[config.mk]
export PLATFORM = sky130hd
export DESIGN_NAME = dram_cmd_scheduler
export DESIGN_NICKNAME = d
export VERILOG_FILES = /design/src/rtl/dram_cmd_scheduler.sv
export SDC_FILE = /design/constraint.sdc
export NUM_CORES = 1
export LEC_CHECK = 0
export BUFFER_PORTS_ARGS = -buffer_cell sky130_fd_sc_hd__buf_2
export CORE_ASPECT_RATIO = 1.4
export CORE_UTILIZATION = 62
export CTS_CLUSTER_DIAMETER = 40
export DETAILED_ROUTE_END_ITERATION = 12
export PLACE_DENSITY = 0.85
export SLEW_MARGIN = 30
export SYNTH_ARGS = -nofsm -noshare
export SYNTH_HDL_FRONTEND = slang
export SYNTH_SLANG_ARGS = --single-unit
[constraint.sdc]
create_clock -name clk -period 6.6 [get_ports clk]
set_input_delay 0.33 -clock clk [delete_from_list [all_inputs] [get_ports clk]]
set_output_delay 0.33 -clock clk [all_outputs]
set_load 0.1 [all_outputs]
[src/rtl/dram_cmd_scheduler.sv]
// SDRAM command sequencer shared between host read/write accesses and
// periodic auto-refresh. Owns the refresh interval timer and the count of
// postponed refreshes, arbitrates in IDLE, then runs fixed-timing sequences.
//
// Ports:
//   clk       system clock, rising edge
//   reset     synchronous, active-high
//   host_req  host access request, held until host_ack
//   host_we   1 = write, 0 = read; stable while host_req is high
//   host_ack  one-cycle pulse while READ/WRITE is on the pins
//   busy      high whenever the sequencer is not IDLE
//   ref_debt  outstanding refresh count (0..MAX_POSTPONE)
//   CS/RAS/CAS/WE  registered SDRAM command pins, active low
module dram_cmd_scheduler #(
  parameter int unsigned T_REFI       = 780,
  parameter int unsigned T_RFC        = 8,
  parameter int unsigned T_RCD        = 2,
  parameter int unsigned T_RP         = 2,
  parameter int unsigned MAX_POSTPONE = 8
) (
  input  logic       clk,
  input  logic       reset,
  input  logic       host_req,
  input  logic       host_we,
  output logic       host_ack,
  output logic       busy,
  output logic [3:0] ref_debt,
  output logic       CS,
  output logic       RAS,
  output logic       CAS,
  output logic       WE
);

  localparam int unsigned TIMER_W     = (T_REFI > 1) ? $clog2(T_REFI) : 1;
  localparam int unsigned MAX_WAIT_AB = (T_RCD > T_RP) ? T_RCD : T_RP;
  localparam int unsigned MAX_WAIT    = (MAX_WAIT_AB > T_RFC) ? MAX_WAIT_AB : T_RFC;
  // Counter only ever reaches MAX_WAIT-2 inside a wait state.
  localparam int unsigned WAIT_W      = (MAX_WAIT > 2) ? $clog2(MAX_WAIT) : 1;
  localparam int unsigned RCD_LAST    = (T_RCD > 1) ? T_RCD - 2 : 0;
  localparam int unsigned RP_LAST     = (T_RP > 1) ? T_RP - 2 : 0;
  localparam int unsigned RFC_LAST    = (T_RFC > 1) ? T_RFC - 2 : 0;

  localparam logic [3:0] CMD_DESEL = 4'b1111;
  localparam logic [3:0] CMD_NOP   = 4'b0111;
  localparam logic [3:0] CMD_ACT   = 4'b0011;
  localparam logic [3:0] CMD_READ  = 4'b0101;
  localparam logic [3:0] CMD_WRITE = 4'b0100;
  localparam logic [3:0] CMD_PRE   = 4'b0010;
  localparam logic [3:0] CMD_REF   = 4'b0001;
  localparam logic [3:0] MAX_DEBT  = 4'(MAX_POSTPONE);

  typedef enum logic [2:0] {
    S_IDLE, S_ACT, S_RCD_WAIT, S_RW, S_PRE, S_RP_WAIT, S_REF, S_RFC_WAIT
  } state_t;

  state_t              state, state_next;
  logic [WAIT_W-1:0]   wait_cnt;
  logic [TIMER_W-1:0]  timer;
  logic                tick;
  logic                ref_issue;
  logic                in_wait;
  logic [3:0]          cmd_d;
  logic                ack_d;
  logic                busy_d;

  assign tick      = (timer == TIMER_W'(T_REFI - 1));
  assign ref_issue = (state == S_IDLE) && (state_next == S_REF);
  assign in_wait   = (state == S_RCD_WAIT) || (state == S_RP_WAIT) ||
                     (state == S_RFC_WAIT);

  // State register
  always_ff @(posedge clk) begin
    if (reset) state <= S_IDLE;
    else       state <= state_next;
  end

  // Next-state: arbitration in IDLE, fixed sequences elsewhere
  always_comb begin
    state_next = state;
    case (state)
      S_IDLE: begin
        if (ref_debt == MAX_DEBT)  state_next = S_REF;
        else if (host_req)         state_next = S_ACT;
        else if (ref_debt != 4'd0) state_next = S_REF;
      end
      S_ACT:      state_next = (T_RCD > 1) ? S_RCD_WAIT : S_RW;
      S_RCD_WAIT: if (wait_cnt == WAIT_W'(RCD_LAST)) state_next = S_RW;
      S_RW:       state_next = S_PRE;
      S_PRE:      state_next = (T_RP > 1) ? S_RP_WAIT : S_IDLE;
      S_RP_WAIT:  if (wait_cnt == WAIT_W'(RP_LAST)) state_next = S_IDLE;
      S_REF:      state_next = (T_RFC > 1) ? S_RFC_WAIT : S_IDLE;
      S_RFC_WAIT: if (wait_cnt == WAIT_W'(RFC_LAST)) state_next = S_IDLE;
      default:    state_next = S_IDLE;
    endcase
  end

  // Output decode of the state being entered, so pins line up with the state
  always_comb begin
    cmd_d  = CMD_NOP;
    ack_d  = 1'b0;
    busy_d = (state_next != S_IDLE);
    case (state_next)
      S_ACT: cmd_d = CMD_ACT;
      S_RW: begin
        cmd_d = host_we ? CMD_WRITE : CMD_READ;
        ack_d = 1'b1;
      end
      S_PRE:   cmd_d = CMD_PRE;
      S_REF:   cmd_d = CMD_REF;
      default: cmd_d = CMD_NOP;
    endcase
  end

  // Registered pins and status
  always_ff @(posedge clk) begin
    if (reset) begin
      {CS, RAS, CAS, WE} <= CMD_DESEL;
      host_ack           <= 1'b0;
      busy               <= 1'b0;
    end else begin
      {CS, RAS, CAS, WE} <= cmd_d;
      host_ack           <= ack_d;
      busy               <= busy_d;
    end
  end

  // Wait-state cycle counter, cleared on every state change
  always_ff @(posedge clk) begin
    if (reset)                    wait_cnt <= '0;
    else if (state_next != state) wait_cnt <= '0;
    else if (in_wait)             wait_cnt <= wait_cnt + WAIT_W'(1);
  end

  // Free-running refresh interval timer
  always_ff @(posedge clk) begin
    if (reset)     timer <= '0;
    else if (tick) timer <= '0;
    else           timer <= timer + TIMER_W'(1);
  end

  // Refresh debt: tick adds, REF issue removes, both together cancel
  always_ff @(posedge clk) begin
    if (reset) begin
      ref_debt <= 4'd0;
    end else if (tick && !ref_issue) begin
      if (ref_debt != MAX_DEBT) ref_debt <= ref_debt + 4'd1;
    end else if (ref_issue && !tick) begin
      ref_debt <= ref_debt - 4'd1;
    end
  end

endmodule
==> run metrics <==
initial core utilization=0.652; # H-tree levels=1; I/O pin total=14; CTS clk-pin slew, worst paths=0.13 ns; Critical Path RT=6.83 ns; worst hold path class=in -> reg; cell area after layout=1490 µm²; max-slew violations=0; synthesized-area fraction occupied by adder cells=0.0670; total gr overflow=0; Crit Path Category=reg -> reg; Max Cap Viol=0; layout cells sized above 1=0.171; largest family of logic cells by synthesized area=simple AND/OR/NAND/NOR gates; dpl cells=183; register area=520 µm²; HPWL Detailed=1830 µm; WL final=2390 µm; CTS Root Cell=clkbuf_4; Worst Tran Pin Value=0.507 ns; first-pass GRT wire length=4020 µm; worst r2r src=state[0]; max frequency=343 MHz; number of synthesized flops with an enable pin=0; Final ANT Viol Nets=0; synthesized area=1420 µm²; Cell Rows=20; antenna violations before repair=0; CTS tree=done; postcts setup bufs=0; Tmin final=2.91 ns; flops & latches, synth=26; status=finished clean; Die Y=58.6 µm; hold violation total from the final report=0; hold-fix buffers at CTS=0; core area=2180 µm²; largest net degree at the start of global routing=17; Seq/Total Area, Yosys=0.367; width of the chip=42.4 µm; CTS sink count=26; CP max FO=16; XOR/XNOR Fraction of Synth Area=0.0926; clock skew=0.00913 ns; nets=177; post-synthesis compound-gate area fraction=0.167; Syn. warnings=0; Top FF cell, synth=dfxtp_1; Post-Synthesis Cells=154; final worst path period share=0.442; Via Count=1072; multi-input logic area=832 µm²; post-synthesis mux area share=0.0150; worst rel slew slack=0.658; syn_area_per_cell=9.21 µm²; reg-to-reg endpoint=ref_debt[3]; Post-Synth Simple-Gate Area=0.245; Hold EP=WE; die area=2490 µm²; WHS=0.171 ns; Hold Crit Depth=2; clk_lat worst skew=0.31 ns; area grow syn2layout=5.29%; syn nets=165; Critical Path AT=3.15 ns; CTS Buf Count=3; crit path launch type=flop; number of diodes=0; DR DRC count=0; Fillers=182; RSZ-0062 raised after global routing=no; port bufs=13; R2R cell count=9; post-CTS resize count=0; Pre-antenna DRT Iters=4; Finished Layout Cells=186; ys async rst share=0; synth unique cells=51; via-per-instance ratio=5.76; number of global-route vias before repair=929; Avg WL per Cell=12.9 µm; flop2flop setup slack=3.69 ns; DRT iter0 DRCs=25; Max clock buf depth=2; worst hold start=host_we; GRT Util Overall=0.206; Final setup viols=0; GPL Wtd Cong=0.758; placed cell areas=1470 µm²; Setup TNS Final=0 ns; crit end category=flop
-- worst max-delay path by stage --
stage,start,endpoint,cells past startpoint,slack (ns)
2_1_floorplan,ref_debt[0],ref_debt[3],10,3.57
3_3_place_gp,state[0],ref_debt[3],9,3.93
3_5_place_dp,state[0],ref_debt[3],9,3.74
4_1_cts,state[0],ref_debt[3],9,3.70
5_1_grt,state[0],ref_debt[3],9,3.47
6_report,state[0],ref_debt[3],9,3.69
-- state kept, by name, indices dropped and copies added (netlist names) --
register	count
WE	1
wait_cnt	3
CS	1
busy	1
host_ack	1
ref_debt	4
timer	10
state	3
CAS	1
RAS	1
-- area by class of cell --
type / count / share of cell area
well taps: 22 / 0.0184
flip-flops and latches: 26 / 0.348
clock buffers: 3 / 0.0151
inverters: 7 / 0.0176
multi-input cells: 115 / 0.557
repair buffers: 13 / 0.0436
-- cell usage after synthesis, types with 2 or more instances --
master | count | area, µm²
nor3_1 | 3 | 15.0
nand3_1 | 2 | 10.0
or3_1 | 2 | 12.5
nor2_1 | 22 | 82.6
a211oi_1 | 2 | 15.0
a21oi_1 | 2 | 10.0
nand3b_1 | 3 | 22.5
o211a_1 | 2 | 20.0
clkbuf_1 | 2 | 7.51
and4_1 | 3 | 26.3
inv_1 | 7 | 26.3
xnor2_1 | 10 | 87.6
and2_1 | 2 | 12.5
o21ai_0 | 5 | 25.0
nor4_1 | 2 | 12.5
o31a_2 | 2 | 20.0
o211ai_1 | 3 | 22.5
nand2_1 | 6 | 22.5
a22oi_1 | 2 | 15.0
nor3b_1 | 3 | 22.5
dfxtp_1 | 26 | 521
nand2b_1 | 2 | 12.5
ha_1 | 6 | 75.1
and3_1 | 4 | 25.0
xor2_1 | 5 | 43.8
-- kinds of logic (layout without fill, tap and decap cells) --
| group | count (synthesis) | after routing |
|---|---|---|
| flip-flops | 26 | 26 |
| AO/OA/AOI/OAI | 30 | 30 |
| adder cells (fa/ha/maj) | 7 | 7 |
| AND/OR/NAND/NOR | 61 | 61 |
| buffers and inverters | 13 | 23 |
| XOR/XNOR | 15 | 15 |
| multiplexers | 2 | 2 |
-- layout by cell type, fill, tap and decap left out, types with 3 or more instances in the layout --
cell,instances
inv_1,7
buf_2,13
o21ai_0,5
nor2_1,22
and3_1,4
nor3_1,3
xor2_1,5
xnor2_1,10
ha_1,6
o211ai_1,3
nor3b_1,3
clkbuf_4,3
nand2_1,6
dfxtp_1,26
and4_1,3
nand3b_1,3
-- metrics by stage --
stage	setup WS (ns)	util
after detailed placement	3.74	0.676
after CTS	3.70	0.686
after global routing	3.47	0.686
after floorplan	3.57	-
after global placement	3.93	0.676
final	3.69	0.686
-- layer usage --
layer  part of all wire  up-vias  routed length, µm  global-route usage
met5                  0        -                  0                   0
met4             0.0079        0                 19              0.0848
met2               0.52       10               1250               0.354
li1                   -      567                  -                   -
met3              0.015        2                 35              0.0184
met1               0.45      493               1080               0.265
-- worst max-delay path: stages, from the launching register on --
cell and delay [ns]:
dfxtp_1 0.47, or3_1 0.44, nor3_1 0.39, nand2b_1 0.30
ha_1 0.28, a21o_2 0.21, a21oi_1 0.26, nand3b_1 0.15
o211a_1 0.16, a211oi_1 0.20
Power is not shown: default switching activity piles up to over one toggle a cycle in this logic, so the estimate is an artifact.
